[config.mk]
export PLATFORM = sky130hd
export DESIGN_NAME = alu_mul_collect_flat
export DESIGN_NICKNAME = d
export VERILOG_FILES = /design/src/rtl/alu_mul_collect_pkg.sv /design/src/rtl/alu_mul_collect_if.sv /design/src/rtl/alu_res_fifo.sv /design/src/rtl/alu_mul_collect.sv /design/src/flat_wrapper.sv
export SDC_FILE = /design/constraint.sdc
export NUM_CORES = 1
export LEC_CHECK = 0
export CORE_ASPECT_RATIO = 1.5
export CORE_MARGIN = 5
export CORE_UTILIZATION = 56
export CTS_CLUSTER_SIZE = 30
export DETAILED_ROUTE_END_ITERATION = 10
export GPL_TIMING_DRIVEN = 0
export PLACE_DENSITY = 0.91
export SYNTH_ARGS = -nofsm -noshare
export SYNTH_HDL_FRONTEND = slang
export SYNTH_SLANG_ARGS = --single-unit
export TNS_END_PERCENT = 1
[constraint.sdc]
create_clock -name clk -period 8.6 [get_ports clk]
set_input_delay 1.29 -clock clk [delete_from_list [all_inputs] [get_ports clk]]
set_output_delay 1.29 -clock clk [all_outputs]
set_load 0.02 [all_outputs]
[src/rtl/alu_mul_collect_pkg.sv]
// Shared ALU definitions for the multiplier result collector: widths,
// in-flight FSM encoding and FIFO entry field sizes.
package alu_mul_collect_pkg;

    localparam int DATA_WL_DEF = 16;

    // One-hot in-flight tracking for the single-issue multiplier
    typedef enum logic [1:0] {
        S_IDLE = 2'b01,
        S_WAIT = 2'b10
    } inflight_e;

    localparam int Z_W   = 1;
    localparam int S_W   = 1;
    localparam int OVF_W = 1;

    function automatic int res_w(input int dwl);
        return 2 * dwl;
    endfunction

endpackage

[src/rtl/alu_mul_collect_if.sv]
// Result-side handshake bus of the collector: assembled product, flags and
// valid/ready.
interface alu_mul_collect_if
    import alu_mul_collect_pkg::*;
#(
    parameter int DATA_WL = DATA_WL_DEF
);
    logic [2*DATA_WL-1:0] res_out;
    logic                 res_valid;
    logic                 res_ready;
    logic                 res_z;
    logic                 res_s;
    logic                 res_ovf;

    modport master (output res_out, res_valid, res_z, res_s, res_ovf, input res_ready);
    modport slave  (input res_out, res_valid, res_z, res_s, res_ovf, output res_ready);
endinterface

[src/rtl/alu_res_fifo.sv]
// Parameterised synchronous FIFO; the caller must never push when full
// without popping in the same cycle.
module alu_res_fifo #(
    parameter int WIDTH = 8,
    parameter int DEPTH = 2
) (
    input  logic                     clk,
    input  logic                     reset,
    input  logic                     push,
    input  logic                     pop,
    input  logic [WIDTH-1:0]         wdata,
    output logic [WIDTH-1:0]         rdata,
    output logic                     full,
    output logic                     empty,
    output logic [$clog2(DEPTH):0]   count
);
    localparam int AW = $clog2(DEPTH);
    localparam int CW = AW + 1;

    logic [WIDTH-1:0] mem_q [DEPTH];
    logic [WIDTH-1:0] mem_d [DEPTH];
    logic [AW-1:0]    wr_ptr_q, wr_ptr_d, rd_ptr_q, rd_ptr_d;
    logic [CW-1:0]    count_q, count_d;

    always_comb begin
        mem_d    = mem_q;
        wr_ptr_d = wr_ptr_q;
        rd_ptr_d = rd_ptr_q;
        count_d  = count_q;
        if (push) begin
            mem_d[wr_ptr_q] = wdata;
            wr_ptr_d        = wr_ptr_q + AW'(1);
        end
        if (pop) rd_ptr_d = rd_ptr_q + AW'(1);
        if (push && !pop)      count_d = count_q + CW'(1);
        else if (!push && pop) count_d = count_q - CW'(1);
    end

    // Storage needs no reset: pointers and count define what is live
    always_ff @(posedge clk) mem_q <= mem_d;

    always_ff @(posedge clk) begin
        if (reset) begin
            wr_ptr_q <= '0;
            rd_ptr_q <= '0;
            count_q  <= '0;
        end else begin
            wr_ptr_q <= wr_ptr_d;
            rd_ptr_q <= rd_ptr_d;
            count_q  <= count_d;
        end
    end

    assign rdata = mem_q[rd_ptr_q];
    assign count = count_q;
    assign full  = (count_q == CW'(DEPTH));
    assign empty = (count_q == '0);
endmodule

[src/rtl/alu_mul_collect.sv]
// Reassembles the two-beat multiplier product, derives flags and queues
// results; define ALU_MUL_COLLECT_OVF_EN to store a per-entry overflow flag.
module alu_mul_collect
    import alu_mul_collect_pkg::*;
#(
    parameter int DATA_WL = DATA_WL_DEF,
    parameter int DEPTH   = 2
) (
    input  logic               clk,
    input  logic               reset,
    input  logic               ld_in,
    input  logic               signd,
    input  logic [DATA_WL-1:0] p_in,
    input  logic               valid_in,
    output logic               busy,
    output logic               ovr,
    alu_mul_collect_if.master  res_if
);
    localparam int RW = res_w(DATA_WL);
    localparam int CW = $clog2(DEPTH) + 1;
`ifdef ALU_MUL_COLLECT_OVF_EN
    localparam int EW = RW + Z_W + S_W + OVF_W;
`else
    localparam int EW = RW + Z_W + S_W;
`endif

    inflight_e          st_q, st_d;
    logic [DATA_WL-1:0] lo_q, lo_d;
    logic               ovr_q, ovr_d;
    logic [RW-1:0]      res;
    logic               z, s;
    logic [EW-1:0]      wdata, rdata;
    logic               push, pop, full, empty;
    logic [CW-1:0]      count;
    logic [CW:0]        credit;

    assign res = {p_in, lo_q};
    assign z   = (res == '0);
    assign s   = signd & p_in[DATA_WL-1];

`ifdef ALU_MUL_COLLECT_OVF_EN
    logic ovf;
    assign ovf   = signd ? (p_in != {DATA_WL{lo_q[DATA_WL-1]}}) : (p_in != '0);
    assign wdata = {res, z, s, ovf};
`else
    assign wdata = {res, z, s};
`endif

    // Credit counts the product in flight so a full FIFO is never overrun
    assign credit = {1'b0, count} + {{CW{1'b0}}, (st_q == S_WAIT)};
    assign busy   = (credit >= (CW+1)'(DEPTH));

    assign pop  = !empty && res_if.res_ready;
    assign push = valid_in && (!full || pop);

    always_comb begin
        st_d  = st_q;
        lo_d  = valid_in ? lo_q : p_in;
        ovr_d = ovr_q | (valid_in & full & ~pop);
        case (st_q)
            S_IDLE:  if (ld_in && !busy) st_d = S_WAIT;
            S_WAIT:  if (valid_in) st_d = S_IDLE;
            default: st_d = S_IDLE;
        endcase
    end

    always_ff @(posedge clk) begin
        if (reset) begin
            st_q  <= S_IDLE;
            lo_q  <= '0;
            ovr_q <= 1'b0;
        end else begin
            st_q  <= st_d;
            lo_q  <= lo_d;
            ovr_q <= ovr_d;
        end
    end

    alu_res_fifo #(.WIDTH(EW), .DEPTH(DEPTH)) u_fifo (
        .clk   (clk),
        .reset (reset),
        .push  (push),
        .pop   (pop),
        .wdata (wdata),
        .rdata (rdata),
        .full  (full),
        .empty (empty),
        .count (count)
    );

    // Head fields are masked while empty so idle outputs read as zero
    assign ovr              = ovr_q;
    assign res_if.res_valid = !empty;
`ifdef ALU_MUL_COLLECT_OVF_EN
    assign res_if.res_out = empty ? '0 : rdata[EW-1 -: RW];
    assign res_if.res_z   = !empty & rdata[2];
    assign res_if.res_s   = !empty & rdata[1];
    assign res_if.res_ovf = !empty & rdata[0];
`else
    assign res_if.res_out = empty ? '0 : rdata[EW-1 -: RW];
    assign res_if.res_z   = !empty & rdata[1];
    assign res_if.res_s   = !empty & rdata[0];
    assign res_if.res_ovf = 1'b0;
`endif
endmodule

[src/flat_wrapper.sv]
// flat-port wrapper written by rule: the top's interface ports become plain ports
module alu_mul_collect_flat import alu_mul_collect_pkg::*;
#(
    parameter int DATA_WL = DATA_WL_DEF,
    parameter int DEPTH   = 2
)
  (clk, reset, ld_in, signd, p_in, valid_in, busy, ovr, res_if_res_out, res_if_res_valid, res_if_res_z, res_if_res_s, res_if_res_ovf, res_if_res_ready);
  alu_mul_collect_if #(.DATA_WL(DATA_WL)) res_if_i ();
  input  logic clk;
  input  logic reset;
  input  logic ld_in;
  input  logic signd;
  input  logic [DATA_WL-1:0] p_in;
  input  logic valid_in;
  output logic busy;
  output logic ovr;
  output wire logic [$bits(res_if_i.res_out)-1:0] res_if_res_out;
  output wire logic [$bits(res_if_i.res_valid)-1:0] res_if_res_valid;
  output wire logic [$bits(res_if_i.res_z)-1:0] res_if_res_z;
  output wire logic [$bits(res_if_i.res_s)-1:0] res_if_res_s;
  output wire logic [$bits(res_if_i.res_ovf)-1:0] res_if_res_ovf;
  input wire logic [$bits(res_if_i.res_ready)-1:0] res_if_res_ready;
  assign res_if_res_out = res_if_i.res_out;
  assign res_if_res_valid = res_if_i.res_valid;
  assign res_if_res_z = res_if_i.res_z;
  assign res_if_res_s = res_if_i.res_s;
  assign res_if_res_ovf = res_if_i.res_ovf;
  assign res_if_i.res_ready = res_if_res_ready;
  alu_mul_collect #(.DATA_WL(DATA_WL), .DEPTH(DEPTH)) u_core (.clk(clk), .reset(reset), .ld_in(ld_in), .signd(signd), .p_in(p_in), .valid_in(valid_in), .busy(busy), .ovr(ovr), .res_if(res_if_i));
endmodule
==> qor.txt <==
Relative slew margins: 0.4362
crit-path max FO: 10
fin. max-slew vios: 0
row count: 35
critical path class: flip-flop to output port
Setup crit start kind: flip-flop
Ys Warns: 0
Die ar.: 8041 µm²
GRT Total Usage: 0.1824
clock slew at reported path FFs: 80 ps
global route overflow: 0
Critical Path Sink Type: output port
Filler cells: 413
R2R Setup Slk: 6680 ps
first-pass iteration count of the detailed router: 6
TritonCTS Buffers: 9
DRT iter0 DRCs: 119
Fmax: 293.8 MHz
Total Power: 1.310 mW
Hold Crit Depth: 0
hold_sp: u_core.lo_q[10]$_SDFFE_PP0N_
largest cells by area after synthesis: edfxtp_1 (58%), mux2i_1 (14%), dfxtp_1 (13%)
PD cells: 295.2 nW/µm²
Setup TNS: 0 ps
CTS tree: built
area grow syn2layout: 25.39%
WL/cell: 16.91 µm
vias in the first global route: 2146
crit path DAT: 2110 ps
share of cells above drive strength 1: 0.1066
worst hold-check path type: flip-flop to flip-flop
die span in y: 107.4 µm
Final Hold Viols: 0
clk_skew: 6.773 ps
IO Count: 60
non-filler cells, final: 393
Gate Count Post-Synth: 245
Seq cells post-synth: 91
Worst-Skew Late Latency: 360 ps
quantity of I/O buffers inserted on ports: 57
syn_nets: 268
Synth Cell Area: 3538 µm²
vias per cell: 5.412
WP data required: 7310 ps
nets: 337
clock net sink count: 91
Synth top area share: 0.5771
worst slew pin tran: 845.7 ps
Final Hold Slack: 492.2 ps
cell taking the most area after synthesis: edfxtp_1
Initial Utilization: 0.5771
Hold Buf Count CTS: 0
cts repair resizes: 0
register area share after synthesis: 0.7072
max_cap viols: 0
Via Count: 2127
status: complete, no violations
initial antenna violation count: 0
CTS Root Cell: clkbuf_8
library cells used by synthesis: 27
antenna cells: 0
synthesized area per cell: 14.44 µm²
first-pass GRT wire length: 10790 µm
Remaining DRCs: 0
crit share post-route: 0.3958
RePlAce Congestion: 0.7420
Post-CTS Setup Bufs: 0
post-layout util: 0.7237
Max IR drop VDD: 179.7 µV
Post-DP Area: 4230 µm²
Hold Path End: u_core.u_fifo.mem_q[12]$_DFFE_PP_
Finished Cell Area: 4437 µm²
Post-Route WL: 6646 µm
Detail Route Antenna Nets: 0
Die Span X: 74.90 µm
Worst Reg-to-Reg Cells: 3
pin count of the biggest net entering global routing: 35
reg2reg end: u_core.u_fifo.mem_q[6]$_DFFE_PP_
DP Wirelength: 4574 µm
Setup crit start: u_core.u_fifo.rd_ptr_q$_SDFFE_PP0N_
CTS H-Tree Depth: 3
worst setup margin: 5196 ps
Final min period: 3404 ps
Final setup viols: 0
placeable core area: 6131 µm²
DP Worst Slack: 5385 ps
clock tree buffer depth: 2
unrepaired setup endpoints after global routing: false
cell total after placement: 377
RR Startpoint: u_core.u_fifo.count[1]$_SDFFE_PP0P_
Static Leak: 1.589 nW
[logic make-up (layout without fill, tap and decap cells)]
family                   count (synthesis)  count (layout)  synth area share
other                                    1               1          0.001060
XOR/XNOR                                 3               3          0.007427
AO/OA/AOI/OAI                            6               6           0.01026
flip-flops                              91              91            0.7072
adder cells (fa/ha/maj)                  1               1          0.003536
multiplexers                            51              51            0.1457
AND/OR/NAND/NOR                         77              77           0.09901
buffers and inverters                   15              89           0.02581
[routing by layer]
metal | GRT usage | up-vias | wire [µm]
li1 | - | 1023 | -
met3 | 0.02336 | 13 | 299
met5 | 0 | - | 0
met1 | 0.2265 | 1036 | 2584
met4 | 0.1043 | 0 | 210
met2 | 0.2986 | 55 | 3552
[flip-flops by register name (all words and copies together), names as in the netlist]
register / cells
u_core.u_fifo.mem_q: 68
u_core.lo_q: 16
u_core.st_q: 2
u_core.u_fifo.count: 2
u_core.ovr: 1
u_core.u_fifo.rd_ptr_q: 1
u_core.u_fifo.wr_ptr_q: 1
[worst max-delay path by stage]
stage,slack (ps),to,depth (start not counted)
detailed placement,5390,u_core.u_fifo.mem_q[31]$_DFFE_PP_,4
floorplan,4930,u_core.u_fifo.mem_q[34]$_DFFE_PP_,3
finish,5200,res_if_res_out[18],5
CTS,5180,res_if_res_out[18],5
global route,5110,res_if_res_out[21],5
global placement,3840,u_core.u_fifo.mem_q[48]$_DFFE_PP_,4
[synth_stat cells]
cell and n:
nor2b_1 3, nor2b_2 1, o21bai_1 1, nand4_1 2, nand2_1 1, nor2_2 1
mux2_4 1, xor2_1 3, nor4_1 8, dfxtp_1 23, nor3b_2 1, nor2_1 55
buf_4 6, inv_1 2, mux2i_1 50, conb_1 1, edfxtp_1 68, buf_6 1
or3_1 1, nand2b_1 2, and2_1 2, a21oi_1 2, o32ai_1 1, o21ai_0 2
clkbuf_1 2, ha_1 1, buf_2 4
[where the power goes]
group | switching (mW) | total [mW] | internal (mW)
combinational | 0.262 | 0.474 | 0.213
sequential | 0.0183 | 0.543 | 0.524
clock | 0.154 | 0.293 | 0.139
[cell usage in the layout, fill, tap and decap left out, types with 2 or more instances in the layout]
master	synthesis	layout
a21oi_1	2	2
buf_2	4	4
buf_4	6	6
clkbuf_1	2	2
clkbuf_8	0	9
clkdlybuf4s50_1	0	57
clkinvlp_4	0	2
dfxtp_1	23	23
edfxtp_1	68	68
inv_1	2	2
inv_6	0	3
mux2i_1	50	50
nand2b_1	2	2
nand4_1	2	2
nor2_1	55	55
nor2b_1	3	2
nor4_1	8	8
o21ai_0	2	2
xor2_1	3	3
[critical path, stage by stage, from the launching register on]
cell	delay, ps
dfxtp_1	320
buf_2	250
buf_4	280
mux2i_1	110
nor2_1	170
clkdlybuf4s50_1	640
[final cells by class]
class                   count  area, µm²  area share
multi-input cells         139      953.4      0.2149
clock buffers               9      123.9     0.02792
repair buffers             58      590.6      0.1331
well taps                  74      92.59     0.02087
clock inverters             7      82.58     0.01861
inverters                   2      7.507    0.001692
plain buffers              13      83.83     0.01889
flip-flops and latches     91       2502      0.5640
Power figures use the tool's default switching activity.
